File: src/rtl/mac_r_fetch.sv
// mac_r_fetch: pops frame descriptors from the normal and time-triggered
// receive queues, drains each frame's bytes and presents them as a
// ready/valid byte stream with sof/eof framing. TTE frames win at frame
// boundaries; bad, oversize and zero-length frames are dropped and counted.
module mac_r_fetch #(
    parameter int LEN_W   = 12,
    parameter int MAX_LEN = 1518,
    parameter int CNT_W   = 16
) (
    input  logic             clk,
    input  logic             rstn,
    output logic             ptr_fifo_rd,
    input  logic [15:0]      ptr_fifo_dout,
    input  logic             ptr_fifo_empty,
    output logic             data_fifo_rd,
    input  logic [7:0]       data_fifo_dout,
    output logic             tteptr_fifo_rd,
    input  logic [15:0]      tteptr_fifo_dout,
    input  logic             tteptr_fifo_empty,
    output logic             tte_fifo_rd,
    input  logic [7:0]       tte_fifo_dout,
    output logic [7:0]       out_data,
    output logic             out_valid,
    input  logic             out_ready,
    output logic             out_sof,
    output logic             out_eof,
    output logic             out_tte,
    output logic [CNT_W-1:0] good_cnt,
    output logic [CNT_W-1:0] drop_cnt
);

    localparam logic [1:0] S_IDLE     = 2'd0;
    localparam logic [1:0] S_PTR_WAIT = 2'd1;
    localparam logic [1:0] S_XFER     = 2'd2;
    localparam logic [1:0] S_DROP     = 2'd3;

    localparam logic [LEN_W-1:0] MAX_LEN_V = LEN_W'(MAX_LEN);

    logic [1:0]       state;
    logic             run;          // low for the first cycle after reset release
    logic             sel;          // 1: TTE queue owns the current frame
    logic [LEN_W-1:0] len_r;
    logic [LEN_W-1:0] issued;       // data reads issued for the current frame

    // One data read can be in flight; its byte appears on dout a cycle later.
    logic             inflight;
    logic             inflight_sof;
    logic             inflight_eof;

    // Two-entry skid buffer, entry 0 is the head; each entry is {byte, sof, eof}.
    logic [9:0]       skid0;
    logic [9:0]       skid1;
    logic [1:0]       skid_cnt;

    logic [15:0]      desc;
    logic [LEN_W-1:0] desc_len;
    logic             desc_bad;
    logic             pop;
    logic             push;
    logic [1:0]       occ_next;
    logic             xfer_rd;
    logic             drop_rd;
    logic             data_rd;
    logic             last_drop;
    logic [7:0]       rd_byte;
    logic [9:0]       push_entry;
    logic             unused_desc_bits;

    function automatic logic [CNT_W-1:0] sat_inc(input logic [CNT_W-1:0] v);
        return (&v) ? v : v + 1'b1;
    endfunction

    // Descriptor decode for whichever queue was popped in IDLE.
    assign desc     = sel ? tteptr_fifo_dout : ptr_fifo_dout;
    assign desc_len = desc[LEN_W-1:0];
    assign desc_bad = desc[15] || (desc_len > MAX_LEN_V);

    // Reserved descriptor bits carry no meaning here.
    assign unused_desc_bits = ^desc[14:LEN_W];

    // Stream handshake: out_valid comes straight from a register.
    assign out_valid = (skid_cnt != 2'd0);
    assign pop       = out_valid && out_ready;
    assign push      = inflight;
    assign out_data  = skid0[9:2];
    assign out_sof   = skid0[1];
    assign out_eof   = skid0[0];
    assign out_tte   = sel;

    // Issue a read only if its byte is sure to find a free skid slot; a
    // same-cycle pop frees one, which is what sustains one byte per clock.
    assign occ_next  = skid_cnt + {1'b0, inflight} - {1'b0, pop};
    assign xfer_rd   = (state == S_XFER) && (issued < len_r) && (occ_next < 2'd2);
    assign drop_rd   = (state == S_DROP) && (issued < len_r);
    assign data_rd   = xfer_rd || drop_rd;
    assign last_drop = drop_rd && (issued == len_r - 1'b1);

    assign data_fifo_rd   = data_rd && !sel;
    assign tte_fifo_rd    = data_rd && sel;
    assign tteptr_fifo_rd = (state == S_IDLE) && run && !tteptr_fifo_empty;
    assign ptr_fifo_rd    = (state == S_IDLE) && run && tteptr_fifo_empty && !ptr_fifo_empty;

    assign rd_byte    = sel ? tte_fifo_dout : data_fifo_dout;
    assign push_entry = {rd_byte, inflight_sof, inflight_eof};

    // Frame-level FSM: arbitration, descriptor latch, read counting, statistics.
    always_ff @(posedge clk or negedge rstn) begin
        if (!rstn) begin
            state    <= S_IDLE;
            run      <= 1'b0;
            sel      <= 1'b0;
            len_r    <= '0;
            issued   <= '0;
            good_cnt <= '0;
            drop_cnt <= '0;
        end else begin
            // NOTE: non-blocking so every branch below sees this cycle's values.
            run <= 1'b1;
            if (data_rd) begin
                issued <= issued + 1'b1;
            end
            case (state)
                S_IDLE: begin
                    if (tteptr_fifo_rd) begin
                        sel   <= 1'b1;
                        state <= S_PTR_WAIT;
                    end else if (ptr_fifo_rd) begin
                        sel   <= 1'b0;
                        state <= S_PTR_WAIT;
                    end
                end
                S_PTR_WAIT: begin
                    len_r  <= desc_len;
                    issued <= '0;
                    if (desc_len == '0) begin
                        drop_cnt <= sat_inc(drop_cnt);
                        state    <= S_IDLE;
                    end else if (desc_bad) begin
                        state <= S_DROP;
                    end else begin
                        state <= S_XFER;
                    end
                end
                S_XFER: begin
                    if (pop && out_eof) begin
                        good_cnt <= sat_inc(good_cnt);
                        state    <= S_IDLE;
                    end
                end
                S_DROP: begin
                    if (last_drop) begin
                        drop_cnt <= sat_inc(drop_cnt);
                        state    <= S_IDLE;
                    end
                end
                default: state <= S_IDLE;
            endcase
        end
    end

    // Tag each issued read with its framing so the byte lands already marked.
    always_ff @(posedge clk or negedge rstn) begin
        if (!rstn) begin
            inflight     <= 1'b0;
            inflight_sof <= 1'b0;
            inflight_eof <= 1'b0;
        end else begin
            inflight     <= xfer_rd;
            inflight_sof <= (issued == '0);
            inflight_eof <= (issued == len_r - 1'b1);
        end
    end

    // Skid buffer: absorbs returning bytes while downstream stalls.
    always_ff @(posedge clk or negedge rstn) begin
        if (!rstn) begin
            // NOTE: entries are reset because the head drives output ports directly.
            skid0    <= '0;
            skid1    <= '0;
            skid_cnt <= 2'd0;
        end else begin
            case ({push, pop})
                2'b10: begin
                    if (skid_cnt == 2'd0) begin
                        skid0 <= push_entry;
                    end else begin
                        skid1 <= push_entry;
                    end
                    skid_cnt <= skid_cnt + 2'd1;
                end
                2'b01: begin
                    skid0    <= skid1;
                    skid_cnt <= skid_cnt - 2'd1;
                end
                2'b11: begin
                    if (skid_cnt == 2'd1) begin
                        skid0 <= push_entry;
                    end else begin
                        skid0 <= skid1;
                        skid1 <= push_entry;
                    end
                end
                default: ;
            endcase
        end
    end

endmodule

File: config.mk
export PLATFORM = sky130hd
export DESIGN_NAME = mac_r_fetch
export DESIGN_NICKNAME = d
export VERILOG_FILES = /design/src/rtl/mac_r_fetch.sv
export SDC_FILE = /design/constraint.sdc
export NUM_CORES = 1
export LEC_CHECK = 0
export ABC_AREA = 1
export ABC_CLOCK_PERIOD_IN_PS = 5100
export BUFFER_PORTS_ARGS = -buffer_cell sky130_fd_sc_hd__buf_2
export CAP_MARGIN = 20
export CORE_MARGIN = 1.5
export CORE_UTILIZATION = 40
export CTS_CLUSTER_DIAMETER = 150
export DETAILED_ROUTE_END_ITERATION = 10
export PLACE_DENSITY = 0.59
export SETUP_SLACK_MARGIN = 0.3
export SYNTH_ARGS = -nofsm -noshare
export SYNTH_HDL_FRONTEND = slang
export SYNTH_SLANG_ARGS = --single-unit
File: constraint.sdc
create_clock -name clk -period 5.1 [get_ports clk]
set_input_delay 0.255 -clock clk [delete_from_list [all_inputs] [get_ports clk]]
set_output_delay 0.255 -clock clk [all_outputs]
set_load 0.02 [all_outputs]
After elaboration in Yosys (flattened, before gate mapping)
Cells that the tools add are included.
- register bits after elaboration: 85
- output and inout bits: 48
- logic and storage cells: 100
- $add $sub $neg: 8
- order comparisons: 3
- eq/ne operators: 15
- muxes and demuxes: 24
- bitwise gates (word level): 1
- reduce and logical (&&, ||, !) cells: 36
- operators with widths (operator ; count):
    16-bit 2-to-1 mux ; 4
    10-bit 2-to-1 mux ; 4
    16-bit by 1-bit adder with 16-bit output (second input constant) ; 2
    16-bit one-hot mux with 2 select lines ; 1
    16-bit AND reduction ; 2
    10-bit one-hot mux with 3 select lines ; 1
    12-bit zero test ; 2
    12-bit 2-to-1 mux ; 2
    10-bit one-hot mux with 2 select lines ; 1
    12-bit by 1-bit adder with 12-bit output (second input constant) ; 1
    12-bit == test ; 1
    12-bit by 11-bit > comparator with 1-bit output (second input constant) ; 1
    1-bit logical AND ; 12
    12-bit < comparator ; 1
    3-bit AND reduction ; 4
    2-bit nonzero test ; 6
    12-bit by 1-bit subtractor with 12-bit output (second input constant) ; 1
    2-bit 2-to-1 mux ; 5
    2-bit inequality test (second input constant) ; 5
    2-bit == test (second input constant) ; 4
    8-bit 2-to-1 mux ; 1
    2-bit one-hot mux with 4 select lines ; 1
    2-bit by 1-bit == test with 1-bit output (second input constant) ; 3
    2-bit zero test ; 2
    other kinds (14) ; 20

Longest topological paths before layout
- depth in word-level cells: 8
- mapped depth: 17
- mapped depth without buffers: 16

Least setup slack after synthesis
Ideal clock, no wire load.
- path kind: reg2reg
- start: register skid_cnt[0]
- end: register issued[0]
- setup time: 0.128 ns
- arrival time: 2.310 ns
- required time: 4.972 ns
- slack: 2.662 ns
- stages on the path, launching flop included: 16
- period minus slack after synthesis: 2.438 ns
- path through: dfrtp_1 > inv_1 > ha_1 > inv_1 > nand2_1 > inv_1 > ha_1 > nor2_1 > a21oi_1 > o21ai_0 > nand2_1 > nand2_1 > clkbuf_1 > nand2_1 > nand3_1 > o21ai_0
- longest elaborated chain between the ends: 7
- elaborated cells between the ends (all ways): 8
- RTL lines (what ; line ; source):
    start, declared ; 53 ; logic [1:0] skid_cnt;
    start signal, assigned ; 189 ; skid_cnt <= skid_cnt + 2'd1;
    start signal, assigned ; 193 ; skid_cnt <= skid_cnt - 2'd1;
    2-bit nonzero test ; 82 ; assign out_valid = (skid_cnt != 2'd0);
    via out_valid ; 23 ; output logic out_valid,
    1-bit logical AND ; 83 ; assign pop = out_valid && out_ready;
    2-bit by 1-bit subtractor with 2-bit output ; 92 ; assign occ_next = skid_cnt + {1'b0, inflight} - {1'b0, pop};
    2-bit < comparator ; 93 ; assign xfer_rd = (state == S_XFER) && (issued < len_r) && (occ_next < 2'd2);
    1-bit logical AND ; 93 ;
    1-bit logical OR ; 95 ; assign data_rd = xfer_rd || drop_rd;
    2-bit nonzero test (no line) ; n/a ;
    end signal, assigned ; 120 ; issued <= issued + 1'b1;
    end, declared ; 43 ; logic [LEN_W-1:0] issued;
The timed path passes the listed nets, and every way through them passes these cells.
A chain may end at the register's enable or synchronous reset.

Final worst setup path
- start: register len_r[5]
- end: output port tte_fifo_rd
- longest elaborated chain between the ends: 5
- elaborated cells between the ends (all ways): 6
- RTL lines (what ; line ; source):
    start, declared ; 42 ; logic [LEN_W-1:0] len_r;
    start signal, assigned ; 133 ; len_r <= desc_len;
    12-bit < comparator (*) ; 93, 94 ;
    1-bit logical AND (2 in series) ; 93 ;
    1-bit logical OR (*) ; 95 ;
    1-bit logical AND (*) ; 99 ; assign tte_fifo_rd = data_rd && sel;
    end, declared ; 20 ; output logic tte_fifo_rd,
Mark *: on every way between the ends. The rest lies on a longest branch, timed or not.

==> results.tsv <==
stage	metric	value	unit
detailed_routing	route.met2.wl	5660	um
critical_path	cp_cell_sequence	inv_1 > ha_1 > a21oi_1 > o21ai_0 > nand2_1 > nand2_1 > nor2_1 > nand2_1 > nor2_1 > buf_2	
global_route	grt-ovfl-total	0	
global_route	antenna_found_initial	0	
die	die_h	118	um
logic_synthesis	ys_ff_latch	85	
global_route	grt_max_degree	67	
place	dp_hpwl	9860	um
detailed_routing	drt_iter0_drc	266	
cts	insertion_delay	350	ps
run	cap_violations	0	
timing	fmax	340	MHz
cts	clk_pin_slew	60	ps
cells_and_area	drive_above_1_share	14.3	%
logic_synthesis	synthCells	736	
global_route	track_usage	19.5	%
hold_path	hold_path_class	input port to flop	
logic_synthesis	synthFlopType	dfrtp_1	
logic_synthesis	yosys-top-cells-area	dfrtp_1 (40%), nand2_1 (16%), inv_1 (5.9%), ha_1 (5.4%), nor2_1 (5.3%)	
timing	clock_skew	7.75	ps
timing	fin_ws	2150	ps
critical_path	ff2ff_path_depth	12	
logic_synthesis	syn_avg_cell_area	7.21	um^2
timing	fin_hold_ws	131	ps
timing	report.final.slew_viol_count	0	
cts	clockBufferDepth	2	
global_route	grt_pass1_vias	4779	
die	io_pins	101	
detailed_routing	topRoutingLayerUsed	met4	
place	placed_cells	991	
timing	worst_pin_slew	820	ps
hold_path	hp-start	tteptr_fifo_empty	
die	initial_utilization	41.5	%
critical_path	reg2reg_from	len_r[5]	
cts	cts_buffers	9	
critical_path	path_class	flop to primary output	
cells_and_area	final_area	0.00623	mm^2
cts	h-tree-depth	3	
cts	cts_tree	built	
detailed_routing	routed_via_density	4.97	
logic_synthesis	synth_edf_count	0	
detailed_routing	drt-pass1-iter-count	5	
place	dp_slack	2280	ps
place	gp_congestion	0.903	
detailed_routing	drc	0	
cells_and_area	fin_util	48.8	%
timing	rsz0062_at_grt	false	
cts	cts_resized	0	
status	outcome	finished clean	
critical_path	regToRegEndpoint	issued[8]	
hold_path	min_to	out_tte	
hold_path	hold_depth	2	
die	die_x	118	um
cells_and_area	fin_cells	1009	
timing	period_minus_slack	2950	ps
timing	final-hold-violation-count	0	
timing	period_share	57.7	%
detailed_routing	ant_nets	0	
die	rows	41	
cells_and_area	n_fill_cell	1293	
power_and_ir_drop	p_leak	3.30	nW
power_and_ir_drop	p_per_area	489	mW/mm^2
cells_and_area	seq_area	0.00213	mm^2
cts	cts_hold_buf	1	
critical_path	cp_num_buf_inv	2	
timing	setup_viol	0	
logic_synthesis	seq_area_frac_synth	40.1	%
critical_path	cp_data_required_time	4850	ps
critical_path	critPathTopFamily	simple AND/OR/NAND/NOR gates	
die	die_area	0.0140	mm^2
logic_synthesis	synth_most_common_cell	nand2_1	
logic_synthesis	syn-num-nets	812	
cells_and_area	syn2layout_area_growth	17.5	%
logic_synthesis	netlist_top_cells_count	nand2_1 (231), dfrtp_1 (85), inv_1 (84), nor2_1 (75), nand3_1 (53)	
timing	max_slew_margin	45.3	%
cells_and_area	layout.nets	908	
cts	cts_setup_buffers	0	
logic_synthesis	yosysWarningCount	0	
cts	cts_sinks	85	
cells_and_area	multi_input_area	0.00277	mm^2
critical_path	crit_top_cell	nand2_1	
detailed_routing	routed_wl	12800	um
place	dpl_cell_area	0.00592	mm^2
cells_and_area	diodes	0	
detailed_routing	routed-wl-met3	624	um
critical_path	cp.arrival	2690	ps
detailed_routing	vias	5018	
power_and_ir_drop	peakVddDrop	207	uV
place	portBuffers	94	
critical_path	start_kind	flop	
global_route	grt_pass1_wl	22300	um
logic_synthesis	netlist.area_leader.share	40.1	%
detailed_routing	wl_met1	6310	um
power_and_ir_drop	total_power	3.05	mW
detailed_routing	wl_per_cell	12.7	um
die	core_area	0.0128	mm^2
cts	cts-root-buf	clkbuf_16	
logic_synthesis	async_reset_ff_share	100	%
critical_path	crit_slowest_cell	dfrtp_1	
critical_path	reg2reg_slack	2200	ps
critical_path	cpPeakStageDelay	470	ps
critical_path	end_kind	primary output	
logic_synthesis	synth_area	0.00531	mm^2
critical_path	cp_max_fo	11	
timing	setup_tns	0	ps
logic_synthesis	synth.largest_area_cell	dfrtp_1	
logic_synthesis	ys_types	34	
## worst max path at each step
stage                start          end  depth (start not counted)
5_1_grt        skid_cnt[0]  tte_fifo_rd                         13
3_5_place_dp   skid_cnt[0]    issued[8]                         15
2_1_floorplan  skid_cnt[0]    issued[0]                         15
4_1_cts        skid_cnt[0]  tte_fifo_rd                         13
3_3_place_gp   skid_cnt[0]    issued[8]                         15
6_report          len_r[5]  tte_fifo_rd                         10
## logic make-up after synthesis
| logic type | after synthesis | share of synthesized area [%] |
|---|---|---|
| muxes | 2 | 0.424 |
| AOI/OAI and AO/OA | 86 | 8.35 |
| xor gates and xnor gates | 38 | 6.27 |
| and+or+nand+nor | 402 | 31.7 |
| adders and majority gates | 23 | 5.42 |
| DFF | 85 | 40.1 |
| buffers and inverters | 99 | 7.66 |
| other | 1 | 0.0707 |
## state kept, by name, indices dropped and copies added, names as in the netlist
name / cells
good_cnt: 16
inflight_eof: 1
skid_cnt: 2
inflight: 1
drop_cnt: 16
inflight_sof: 1
out_tte: 1
state: 2
len_r: 12
issued: 12
run: 1
skid1: 10
skid0: 10
## metal layers
layer / vias up / track usage [%]
met5: - / 0
met1: 2323 / 27.2
li1: 2549 / -
met2: 133 / 31.0
met3: 13 / 2.80
met4: 0 / 7.16
## area by class of cell
class                      instances  share of cell area, %
inverter                          86                   5.18
clock buffer                      11                   3.73
tap                              172                   3.45
sequential                        85                   34.1
multi-input combinational        552                   44.5
clock inverter                     5                  0.963
timing repair buffer              98                   8.11
## cell usage in the layout, fill, tap and decap left out, drive strengths merged
cell type / Yosys / final
buf: 5 / 97
nand3b: 2 / 2
o21ai: 48 / 48
nand2: 234 / 234
nand3: 53 / 53
xnor2: 19 / 19
clkinvlp: 0 / 1
nor2: 76 / 76
clkbuf: 8 / 11
and3: 1 / 1
o41ai: 1 / 1
xor2: 19 / 19
o21a: 1 / 1
mux2: 2 / 2
o22ai: 3 / 3
bufinv: 0 / 1
o21bai: 1 / 1
nand4: 10 / 10
nor3b: 1 / 1
a21oi: 32 / 32
nor3: 21 / 21
inv: 85 / 86
ha: 23 / 23
dlygate4sd3: 0 / 1
conb: 1 / 1
clkinv: 1 / 3
nor4: 4 / 4
dfrtp: 85 / 85
## worst reg2reg max path, stage by stage (launching register included)
cell and delay, ps:
dfrtp_1 470, inv_1 100, ha_1 320, a21oi_1 150, o21ai_0 110, nand2_1 80, nand2_1 60, nor2_1 330
nand2_1 380, nor3_1 540, nand2_1 110, nand2_1 80, nor2_1 70
## power by group
| part | internal (mW) | switching, mW |
|---|---|---|
| Sequential | 0.858 | 0.172 |
| Combinational | 0.458 | 0.913 |
| Clock | 0.381 | 0.267 |
Power figures use the tool's default switching activity.
